`config.mk`:
```
export PLATFORM = sky130hd
export DESIGN_NAME = deser_n
export DESIGN_NICKNAME = d
export VERILOG_FILES = /design/src/rtl/deser_n.sv
export SDC_FILE = /design/constraint.sdc
export NUM_CORES = 1
export LEC_CHECK = 0
export CORE_AREA = 2 2 39 41
export DETAILED_ROUTE_END_ITERATION = 7
export DIE_AREA = 0 0 41 43
export GPL_ROUTABILITY_DRIVEN = 0
export SLEW_MARGIN = 20
export SYNTH_ARGS = -nofsm -noshare
export SYNTH_HDL_FRONTEND = slang
export SYNTH_SLANG_ARGS = --single-unit
```
`constraint.sdc`:
```
create_clock -name clk -period 1.5 [get_ports clk]
set_input_delay 0.3 -clock clk [delete_from_list [all_inputs] [get_ports clk]]
set_output_delay 0.3 -clock clk [all_outputs]
set_load 0.1 [all_outputs]
```
`src/rtl/deser_n.sv`:
```
// Serial-to-parallel deserializer, LSB first, with a double-buffered output word.
// A shift buffer fills while Z holds the previous word until the consumer acks it.
module deser_n #(
  parameter int input_size = 2
) (
  input  logic                                clk,
  input  logic                                rst_n,
  input  logic                                A,
  input  logic                                a_valid,
  output logic                                a_ready,
  output logic [input_size-1:0]               Z,
  output logic                                z_valid,
  input  logic                                z_ack,
  output logic [$clog2(input_size+1)-1:0]     count
);

  localparam int cnt_w = $clog2(input_size + 1);
  localparam logic [cnt_w-1:0] cnt_full = cnt_w'(input_size);
  localparam logic [cnt_w-1:0] cnt_last = cnt_w'(input_size - 1);

  logic [input_size-1:0] shift_q, shift_d;
  logic [input_size-1:0] z_q, z_d;
  logic                  zv_q, zv_d;
  logic [cnt_w-1:0]      count_q, count_d;

  logic                  accept;
  logic                  complete;
  logic                  transfer;
  logic [input_size-1:0] word;

  assign a_ready = (count_q != cnt_full);
  assign Z       = z_q;
  assign z_valid = zv_q;
  assign count   = count_q;

  // NOTE: every signal driven here gets a default first, so no path leaves it unassigned and no latch is inferred.
  always_comb begin
    accept   = a_valid && a_ready;
    word     = shift_q;
    for (int i = 0; i < input_size; i++) begin
      if (accept && (count_q == cnt_w'(i))) word[i] = A;
    end
    // A word is complete when its last bit lands now, or it is already parked waiting for the slot.
    complete = (accept && (count_q == cnt_last)) || (count_q == cnt_full);
    transfer = complete && (!zv_q || z_ack);

    shift_d = shift_q;
    count_d = count_q;
    z_d     = z_q;
    zv_d    = zv_q;
    if (transfer) begin
      z_d     = word;
      zv_d    = 1'b1;
      shift_d = '0;
      count_d = '0;
    end else begin
      if (accept) begin
        shift_d = word;
        count_d = count_q + cnt_w'(1);
      end
      if (z_ack && zv_q) zv_d = 1'b0;
    end
  end

  // NOTE: state registers use non-blocking assignments so all of them update from the same pre-edge values.
  // NOTE: the shift buffer is reset too, since a partial word must never leak into the next one.
  always_ff @(posedge clk or negedge rst_n) begin
    if (!rst_n) begin
      shift_q <= '0;
      z_q     <= '0;
      zv_q    <= 1'b0;
      count_q <= '0;
    end else begin
      shift_q <= shift_d;
      z_q     <= z_d;
      zv_q    <= zv_d;
      count_q <= count_d;
    end
  end

endmodule

```
# Word-level counts from Yosys, hierarchy flattened
# Cells that the tools add are included.
[op_classes] addsub=1 eq_ne=3 n_mux=8 reduce_logical=11
[ops] operator="2-bit two-way mux" count=4
[ops] operator="1-bit logical AND" count=5
[ops] operator="1-bit two-way mux" count=4
[ops] operator="2-bit nonzero test" count=2
[ops] operator="2-bit by 1-bit adder with 2-bit output (second input constant)" count=1
[ops] operator="2-bit by 1-bit equality test with 1-bit output (second input constant)" count=1
[ops] operator="2-bit equality test (second input constant)" count=1
[ops] operator="2-bit zero test" count=1
[ops] operator="1-bit logical OR" count=2
[ops] operator="2-bit != test (second input constant)" count=1
[ops] operator="1-bit zero test" count=1
[totals] regBits=7

# Logic depth before layout (Yosys ltp)
# Gate-level depths: netlist of run 1.
[logic_depth] ltp_word=6 depth_mapped=5 ltp_nobuf=5

# Worst setup path before layout of run 1
# Ideal clock, no wire load.
[synth_timing] kind="register to register" startpoint="register count_q[0] (netlist: count[0])" endpoint="register count_q[0] (netlist: count[0])" setup_slack_ps=-894 stages_incl_launch_ff=6 t_required_ps=1420 path_buffers=0 arrival_ps=2314 synth_period_minus_slack_ps=2394 path_cell_list="dfrtp_1 > inv_1 > ha_1 > inv_1 > nand3_1 > a21oi_1"
[synth_between] elab_chain_len=6 word_cells_on_any_way=11 cone_classes="add/sub (1); eq/ne (3); mux (2); reduce/logical (5)"
[synth_rtl] item="from (decl)" line="24" text="logic [cnt_w-1:0] count_q, count_d;"
[synth_rtl] item="from (signal assigned)" line="77" text="count_q <= count_d;"
[synth_rtl] item="2-bit != test *" line="31" text="assign a_ready = (count_q != cnt_full);"
[synth_rtl] item="via a_ready" line="10" text="output logic a_ready,"
[synth_rtl] item="1-bit logical AND *" line="38" text="accept = a_valid && a_ready;"
[synth_rtl] item="1-bit logical AND" line="44" text="complete = (accept && (count_q == cnt_last)) || (count_q == cnt_full);"
[synth_rtl] item="1-bit logical OR" line="44"
[synth_rtl] item="1-bit logical AND" line="45" text="transfer = complete && (!zv_q || z_ack);"
[synth_rtl] item="2-bit two-way mux or 2-bit nonzero test (tied branches)"
# Mark *: on every way through the listed nets, which the timed path passes. The rest lies on a longest branch. The select of a mux whose other input is x is not followed.
# A chain may end at the register's enable or synchronous reset.

# Final worst setup path of run 1
[layout_timing] startpoint="register count_q[0] (netlist: count[0])" endpoint="output a_ready"
[layout_between] elab_chain_len=1
[layout_rtl] item="2-bit != test" line="31"
[layout_rtl] item="to (decl)" line="10"
# Every way passes these cells.

==> results of run 1 <==
-- worst max-delay path: stages (launching register included) --
cell and delay [ps]:
dfrtp_4 480, inv_4 70, ha_4 140, clkinvlp_4 100, buf_12 170
-- repair_timing --
item                       in CTS  in global routing
gates cloned                    0                  0
pin swaps                       1                  0
setup buffers                   4                  2
resized for setup               0                  1
setup endpoints to repair       1                  4
-- layer usage --
layer	vias to the layer above	wire length (um)	GRT usage [%]
met4	0	15	8.00
met2	9	362	15.6
li1	150	-	-
met3	2	41	4.71
met5	-	0	0
met1	138	293	11.4
-- cell type report --
class | instances | area, sq um
Clock buffer | 4 | 26.3
Multi-Input combinational cell | 20 | 184
Inverter | 7 | 32.5
Tap cell | 16 | 20.0
Sequential cell | 7 | 183
Fill cell | 122 | 733
Timing Repair Buffer | 16 | 205
-- stage by stage --
step	worst slack (ps)	setup TNS, ps
2_1_floorplan	-176	-295
3_3_place_gp	15.6	0
3_5_place_dp	-17.7	-17.7
4_1_cts	-32.5	-32.5
5_1_grt	-71.1	-138
6_report	-17.9	-17.9
-- path summary, 6_finish.rpt --
kind                            start    endpoint
setup / recovery             count[0]     a_ready
min in group clk           shift_q[1]  shift_q[1]
hold / removal                  rst_n     z_valid
hold reg to reg            shift_q[1]  shift_q[1]
max in group asynchronous       rst_n    count[1]
setup reg to reg             count[1]        Z[0]
-- cell families after synthesis --
group | Yosys count
multiplexers | 5
adder cells (fa/ha/maj) | 3
flip-flops | 7
AO/OA/AOI/OAI | 4
AND/OR/NAND/NOR | 8
buffers and inverters | 7
-- state kept, by name, summed over array words and instances (netlist names) --
| name | count |
|---|---|
| count | 2 |
| Z | 2 |
| shift_q | 2 |
| z_valid | 1 |
-- cells in the final DEF, fill, tap and decap left out --
cell type and count:
mux2i_1 5, clkdlybuf4s50_1 4, inv_4 1, a21oi_4 1, ha_2 1, buf_12 6
inv_1 5, clkbuf_4 3, ha_1 1, nand2b_1 1, dfrtp_1 5, nand3_2 1
dfrtp_4 2, o21ai_1 1, nand2_1 1, a21oi_2 1, clkinvlp_4 1, nor2_1 3
clkbuf_1 1, buf_4 6, a21oi_1 1, nand3b_1 2, ha_4 1
==> run_results.csv, run 1 <==
group,metric,value,unit
routing,vias,299,
logic_synthesis,synth_top_area_cell,"dfrtp_1",
global_routing,grt-ovfl-total,0,
routing,vias_per_cell,4.27,
timing,holdWs,310,ps
min_path,hold_class,"in2async",
logic_synthesis,synth-seq-area-share,47.9,%
logic_synthesis,async_reset_ff_share,100,%
critical_path,reg2reg_depth,5,
routing,routedWlPerCell,10.2,um
logic_synthesis,synth_edf_count,0,
logic_synthesis,synthTopCellsByArea,"dfrtp_1 48%, mux2i_1 14%, ha_1 10%, inv_1 7.2%, a21oi_4 4.5%",
outcome,violations,"setup timing",
cts,tritoncts,"yes",
critical_path,end_kind,"primary output",
floorplan,top_level_ports,11,
cts,root_buffer,"clkbuf_4",
finish,area_delta_synth_final,78.1,%
floorplan,num_rows,14,
cts,clock_latency,250,ps
logic_synthesis,synth_adder_area_share,10.3,%
critical_path,crit_fanout,2,
routing,drt_iter0_drc,0,
floorplan,die_w,41,um
logic_synthesis,syn-mean-instance-area,10.7,sq um
floorplan,start_util,26.4,%
routing,totalWireLength,714,um
timing,timing.final.ws_setup,-17.9,ps
timing,worst_pin_slew,331,ps
routing,drtAntennaViolNets,0,
placed_design,numPortBuffers,10,
logic_synthesis,ys_top_cells_by_count,"7 x dfrtp_1, 7 x inv_1, 5 x mux2i_1, 3 x ha_1, 3 x nor2_1",
critical_path,required,1200,ps
cts,clk_pin_slew,50,ps
routing,first_pass_iters,1,
logic_synthesis,synth_seq_cells,7,
placed_design,dp_cells,60,
logic_synthesis,syn-instance-count,34,
critical_path,critPathKind,"reg2out",
global_routing,grt_pass1_vias,294,
finish,fin_util,47.0,%
logic_synthesis,synth_area,365,sq um
timing,rsz0062_at_grt,"true",
outcome,outcome,"finished, violations left",
cts,cts-buffers-inserted,3,
global_routing,grt_max_degree,8,
logic_synthesis,yosys.area_share.simple,11.3,%
cts,cts_sinks,7,
placed_design,place_hpwl,520,um
finish,design_area,651,sq um
floorplan,die_height,43,um
floorplan,die-area,1760,sq um
logic_synthesis,synth-xor-area-share,0,%
finish,n_antenna_cell,0,
critical_path,r2r_slack,40,ps
logic_synthesis,syn_nets,42,
logic_synthesis,ys.flop_type,"dfrtp_1",
finish,drive_above_1_share,44.4,%
timing,fin_skew,5.88,ps
critical_path,start_kind,"register",
timing,min_period_over_period,101,%
timing,report.final.slew_viol_count,0,
global_routing,antenna_found_initial,0,
timing,fmax,659,MHz
timing,final-hold-violation-count,0,
logic_synthesis,synth_top_family_by_area,"multiplexers",
logic_synthesis,synth_mux_area_share,13.7,%
cts,hold_buffers,0,
finish,final_nets,63,
global_routing,grt_first_pass_wirelength,1.17,mm
cts,htree_levels,1,
placed_design,place_area,577,sq um
global_routing,track_usage,10.7,%
timing,finalSetupViolCount,1,
cts,clockBufferDepth,2,
logic_synthesis,synth_top_area_share,47.9,%
logic_synthesis,synth_cell_types,13,
logic_synthesis,synth-warning-count,0,
timing,period_minus_slack,1520,ps
finish,instances_no_fill,70,
floorplan,core,1380,sq um
logic_synthesis,synth-compound-area-share,9.59,%
job,max_cap_violations,0,
timing,slew_headroom,77.9,%
critical_path,worst_ep_arrival_time,1220,ps
routing,drc_errors,0,
Power of run 1 is not shown: default switching activity piles up to over one toggle a cycle in this logic, so the estimate is an artifact.
==> inputs of run 2 (changes only) <==
--- a/config.mk
+++ b/config.mk
@@ -5,10 +5,11 @@
 export SDC_FILE = /design/constraint.sdc
 export NUM_CORES = 1
 export LEC_CHECK = 0
-export CORE_AREA = 2 2 39 41
+export CORE_AREA = 5 5 42 44
 export DETAILED_ROUTE_END_ITERATION = 7
-export DIE_AREA = 0 0 41 43
+export DIE_AREA = 0 0 47 49
 export GPL_ROUTABILITY_DRIVEN = 0
+export MAX_ROUTING_LAYER = met4
 export SLEW_MARGIN = 20
 export SYNTH_ARGS = -nofsm -noshare
 export SYNTH_HDL_FRONTEND = slang
==> constraint.sdc (replaced) <==
create_clock -name clk -period 1.3 [get_ports clk]
set_input_delay 0.26 -clock clk [delete_from_list [all_inputs] [get_ports clk]]
set_output_delay 0.26 -clock clk [all_outputs]
set_load 0.1 [all_outputs]
==> run_results.csv, run 2 (synthesis results as in run 1) <==
group,metric,value,unit
finish,final_nets,66,
cts,clockBufferDepth,2,
outcome,violations,"setup timing",
placed_design,numPortBuffers,10,
placed_design,place_hpwl,566,um
cts,htree_levels,1,
outcome,outcome,"finished, violations left",
routing,totalWireLength,685,um
placed_design,dp_cells,64,
finish,design_area,673,sq um
critical_path,end_kind,"primary output",
timing,slew_headroom,79.6,%
routing,vias_per_cell,4.15,
floorplan,die_height,49,um
critical_path,path_buf_inv,3,
min_path,hold_class,"in2async",
finish,instances_no_fill,73,
critical_path,cp_top_family,"flip-flops",
timing,final-hold-violation-count,0,
routing,drtAntennaViolNets,0,
cts,hold_buffers,0,
placed_design,place_area,607,sq um
finish,area_delta_synth_final,84.2,%
critical_path,path_cells,"inv_4, ha_4, clkinvlp_4, buf_12",
placed_design,pre_cts_slack,-102,ps
finish,final_cell_mix,"9 x buf_4, 6 x buf_12, 5 x dfrtp_1, 5 x inv_1, 5 x mux2i_1",
floorplan,start_util,26.1,%
critical_path,worst_ep_arrival_time,1200,ps
timing,fin_skew,4.26,ps
global_routing,grt_first_pass_wirelength,1.18,mm
routing,first_pass_iters,1,
timing,timing.final.ws_setup,-160,ps
timing,rsz0062_at_grt,"true",
finish,n_antenna_cell,0,
cts,cts_sinks,7,
cts,clk_pin_slew,50,ps
timing,fmax,685,MHz
routing,drc_errors,0,
cts,clock_latency,240,ps
timing,worst_pin_slew,305,ps
critical_path,critPathSlowestCell,"dfrtp_4",
floorplan,die_w,47,um
critical_path,critPathMaxStageDelay,480,ps
critical_path,start_kind,"register",
cts,cts-buffers-inserted,3,
finish,layout_commonest_cell,"buf_4",
finish,drive_above_1_share,47.4,%
timing,finalSetupViolCount,8,
floorplan,num_rows,14,
floorplan,top_level_ports,11,
timing,period_minus_slack,1460,ps
global_routing,antenna_found_initial,0,
global_routing,grt-ovfl-total,0,
routing,routedWlPerCell,9.38,um
global_routing,grt_pass1_vias,292,
timing,min_period_over_period,112,%
critical_path,crit_fanout,2,
job,max_cap_violations,0,
cts,tritoncts,"yes",
timing,holdWs,268,ps
floorplan,die-area,2300,sq um
global_routing,track_usage,7.41,%
global_routing,grt_max_degree,8,
critical_path,required,1040,ps
floorplan,core,1400,sq um
critical_path,critPathKind,"reg2out",
cts,root_buffer,"clkbuf_4",
routing,drt_iter0_drc,0,
routing,vias,303,
timing,report.final.slew_viol_count,0,
## run 2: cell count changes in the layout (fill, tap and decap cells not counted), sizes merged
cell and delta:
buf +3
## run 2: area by class of cell
cell class,count,area (sq um)
fillers,144,728
inverters,7,32.5
flip-flops and latches,7,183
well taps,16,20.0
multi-input cells,20,184
clock buffers,4,26.3
repair buffers,19,228
## run 2: routing by layer
layer  wire (um)  GRT usage [%]  vias to the layer above
met5           0              -                        -
li1            -              -                      157
met1         308           9.87                      138
met2         337           9.73                        8
met4           0           4.15                        0
met3          40           2.21                        0
## run 2: path summary, 6_finish.rpt
path	end	cells past startpoint	slack, ps	start
hold reg to reg	shift_q[1]	2	520	shift_q[1]
min in group clk	shift_q[1]	2	520	shift_q[1]
setup / recovery	a_ready	4	-160	count[0]
setup reg to reg	Z[1]	5	-120	count[1]
hold / removal	Z[0]	1	270	rst_n
max in group asynchronous	count[1]	1	770	rst_n
## run 2: stage by stage
stage / utilization [%] / setup TNS [ps]
after detailed placement: 43.3 / -344
after global placement: 43.3 / -282
after floorplan: - / -1260
after CTS: 47.3 / -844
after global routing: 48.0 / -1230
final: 48.0 / -687
## run 2: repair_timing
action / 4_1_cts / 5_1_grt
pin swaps: 1 / 1
setup buffers: 4 / 1
gates resized for setup: 0 / 1
endpoints found under the setup margin: 7 / 10
## run 2: worst register-to-register path, cell delays in order, from the launching register on
cell      delay [ps]
dfrtp_4          500
ha_4             180
buf_4            140
nand3b_1         170
mux2i_1          210
mux2i_1          100
Power of run 2 is left out for the same reason.
==> inputs of run 3 (changes only) <==
--- a/config.mk
+++ b/config.mk
@@ -5,11 +5,11 @@
 export SDC_FILE = /design/constraint.sdc
 export NUM_CORES = 1
 export LEC_CHECK = 0
+export CAP_MARGIN = 20
 export CORE_AREA = 5 5 42 44
 export DETAILED_ROUTE_END_ITERATION = 7
 export DIE_AREA = 0 0 47 49
 export GPL_ROUTABILITY_DRIVEN = 0
-export MAX_ROUTING_LAYER = met4
 export SLEW_MARGIN = 20
 export SYNTH_ARGS = -nofsm -noshare
 export SYNTH_HDL_FRONTEND = slang
==> run_results.csv, run 3 (synthesis results as in run 1) <==
group,metric,value,unit
finish,layout_commonest_cell,"buf_4",
routing,vias,303,
outcome,violations,"setup timing",
global_routing,antenna_found_initial,0,
cts,cts-buffers-inserted,3,
critical_path,critPathKind,"reg2out",
critical_path,required,1040,ps
floorplan,die_height,49,um
routing,drc_errors,0,
finish,instances_no_fill,73,
floorplan,top_level_ports,11,
routing,vias_per_cell,4.15,
floorplan,core,1400,sq um
cts,clockBufferDepth,2,
routing,totalWireLength,686,um
global_routing,grt-ovfl-total,0,
timing,rsz0062_at_grt,"true",
finish,final_nets,66,
job,max_cap_violations,0,
outcome,outcome,"finished, violations left",
cts,clk_pin_slew,50,ps
timing,worst_pin_slew,305,ps
routing,drtAntennaViolNets,0,
finish,n_fill_cell,144,
critical_path,crit_fanout,2,
critical_path,rr_endpoint,"Z[1]",
critical_path,worst_ep_arrival_time,1200,ps
critical_path,critPathSlowestCell,"dfrtp_4",
finish,final_cell_mix,"9 x buf_4, 6 x buf_12, 5 x dfrtp_1, 5 x inv_1, 5 x mux2i_1",
finish,design_area,673,sq um
critical_path,crit_cells,4,
placed_design,dp_cells,64,
cts,cts_sinks,7,
floorplan,start_util,26.1,%
global_routing,track_usage,7.23,%
timing,final-hold-violation-count,0,
critical_path,cp_top_family,"flip-flops",
cts,tritoncts,"yes",
critical_path,path_cells,"inv_4, ha_4, clkinvlp_4, buf_12",
timing,holdWs,268,ps
timing,finalSetupViolCount,8,
floorplan,num_rows,14,
placed_design,place_area,607,sq um
placed_design,place_hpwl,566,um
placed_design,numPortBuffers,10,
finish,drive_above_1_share,47.4,%
timing,timing.final.ws_setup,-160,ps
critical_path,start_kind,"register",
timing,min_period_over_period,112,%
min_path,hold_class,"in2async",
critical_path,r2r_slack,-120,ps
critical_path,r2r-start,"count[1]",
global_routing,grt_max_degree,8,
finish,area_delta_synth_final,84.2,%
finish,n_antenna_cell,0,
floorplan,die_w,47,um
global_routing,grt_pass1_vias,292,
floorplan,die-area,2300,sq um
critical_path,reg2reg_depth,5,
finish,fin_util,48.0,%
critical_path,critPathMaxStageDelay,480,ps
cts,root_buffer,"clkbuf_4",
critical_path,end_kind,"primary output",
timing,fin_skew,4.33,ps
critical_path,path_buf_inv,3,
routing,drt_iter0_drc,0,
routing,first_pass_iters,1,
cts,clock_latency,240,ps
routing,routedWlPerCell,9.40,um
global_routing,grt_first_pass_wirelength,1.18,mm
timing,slew_headroom,79.6,%
timing,fmax,685,MHz
timing,report.final.slew_viol_count,0,
cts,htree_levels,1,
timing,period_minus_slack,1460,ps
run 3: per-stage QoR:
step / setup slack [ps] / TNS [ps]
2_1_floorplan: -376 / -1260
3_3_place_gp: -104 / -282
3_5_place_dp: -102 / -344
4_1_cts: -174 / -844
5_1_grt: -211 / -1230
6_report: -160 / -688
run 3: repair_timing:
| action | CTS | global route |
|---|---|---|
| cloned | 0 | 0 |
| pin swaps | 1 | 1 |
| hold buffers | 0 | 0 |
| setup endpoints to repair | 7 | 10 |
| gates resized for setup | 0 | 1 |
| setup buffers | 4 | 1 |
run 3: worst max-delay path by stage:
stage | start | slack [ps] | end
6_report | count[0] | -160 | a_ready
5_1_grt | count[1] | -210 | Z[0]
4_1_cts | count[0] | -170 | a_ready
3_5_place_dp | a_valid | -100 | Z[0]
3_3_place_gp | a_valid | -100 | Z[0]
2_1_floorplan | count[0] | -380 | count[0]
run 3: per-layer routing:
| metal | part of all wire (%) | up-vias | GRT usage [%] |
|---|---|---|---|
| li1 | - | 157 | - |
| met2 | 49 | 8 | 9.73 |
| met4 | 0 | 0 | 4.15 |
| met1 | 43 | 138 | 9.42 |
| met3 | 7.7 | 0 | 2.95 |
| met5 | 0 | - | 0 |
run 3: final cells by class:
| type | instances | area [sq um] | share of cell area (%) |
|---|---|---|---|
| multi-input combinational | 20 | 184 | 27.3 |
| inverter | 7 | 32.5 | 4.83 |
| tap | 16 | 20.0 | 2.97 |
| sequential | 7 | 183 | 27.1 |
| timing repair buffer | 19 | 228 | 33.8 |
| clock buffer | 4 | 26.3 | 3.90 |
Power of run 3 is left out for the same reason.
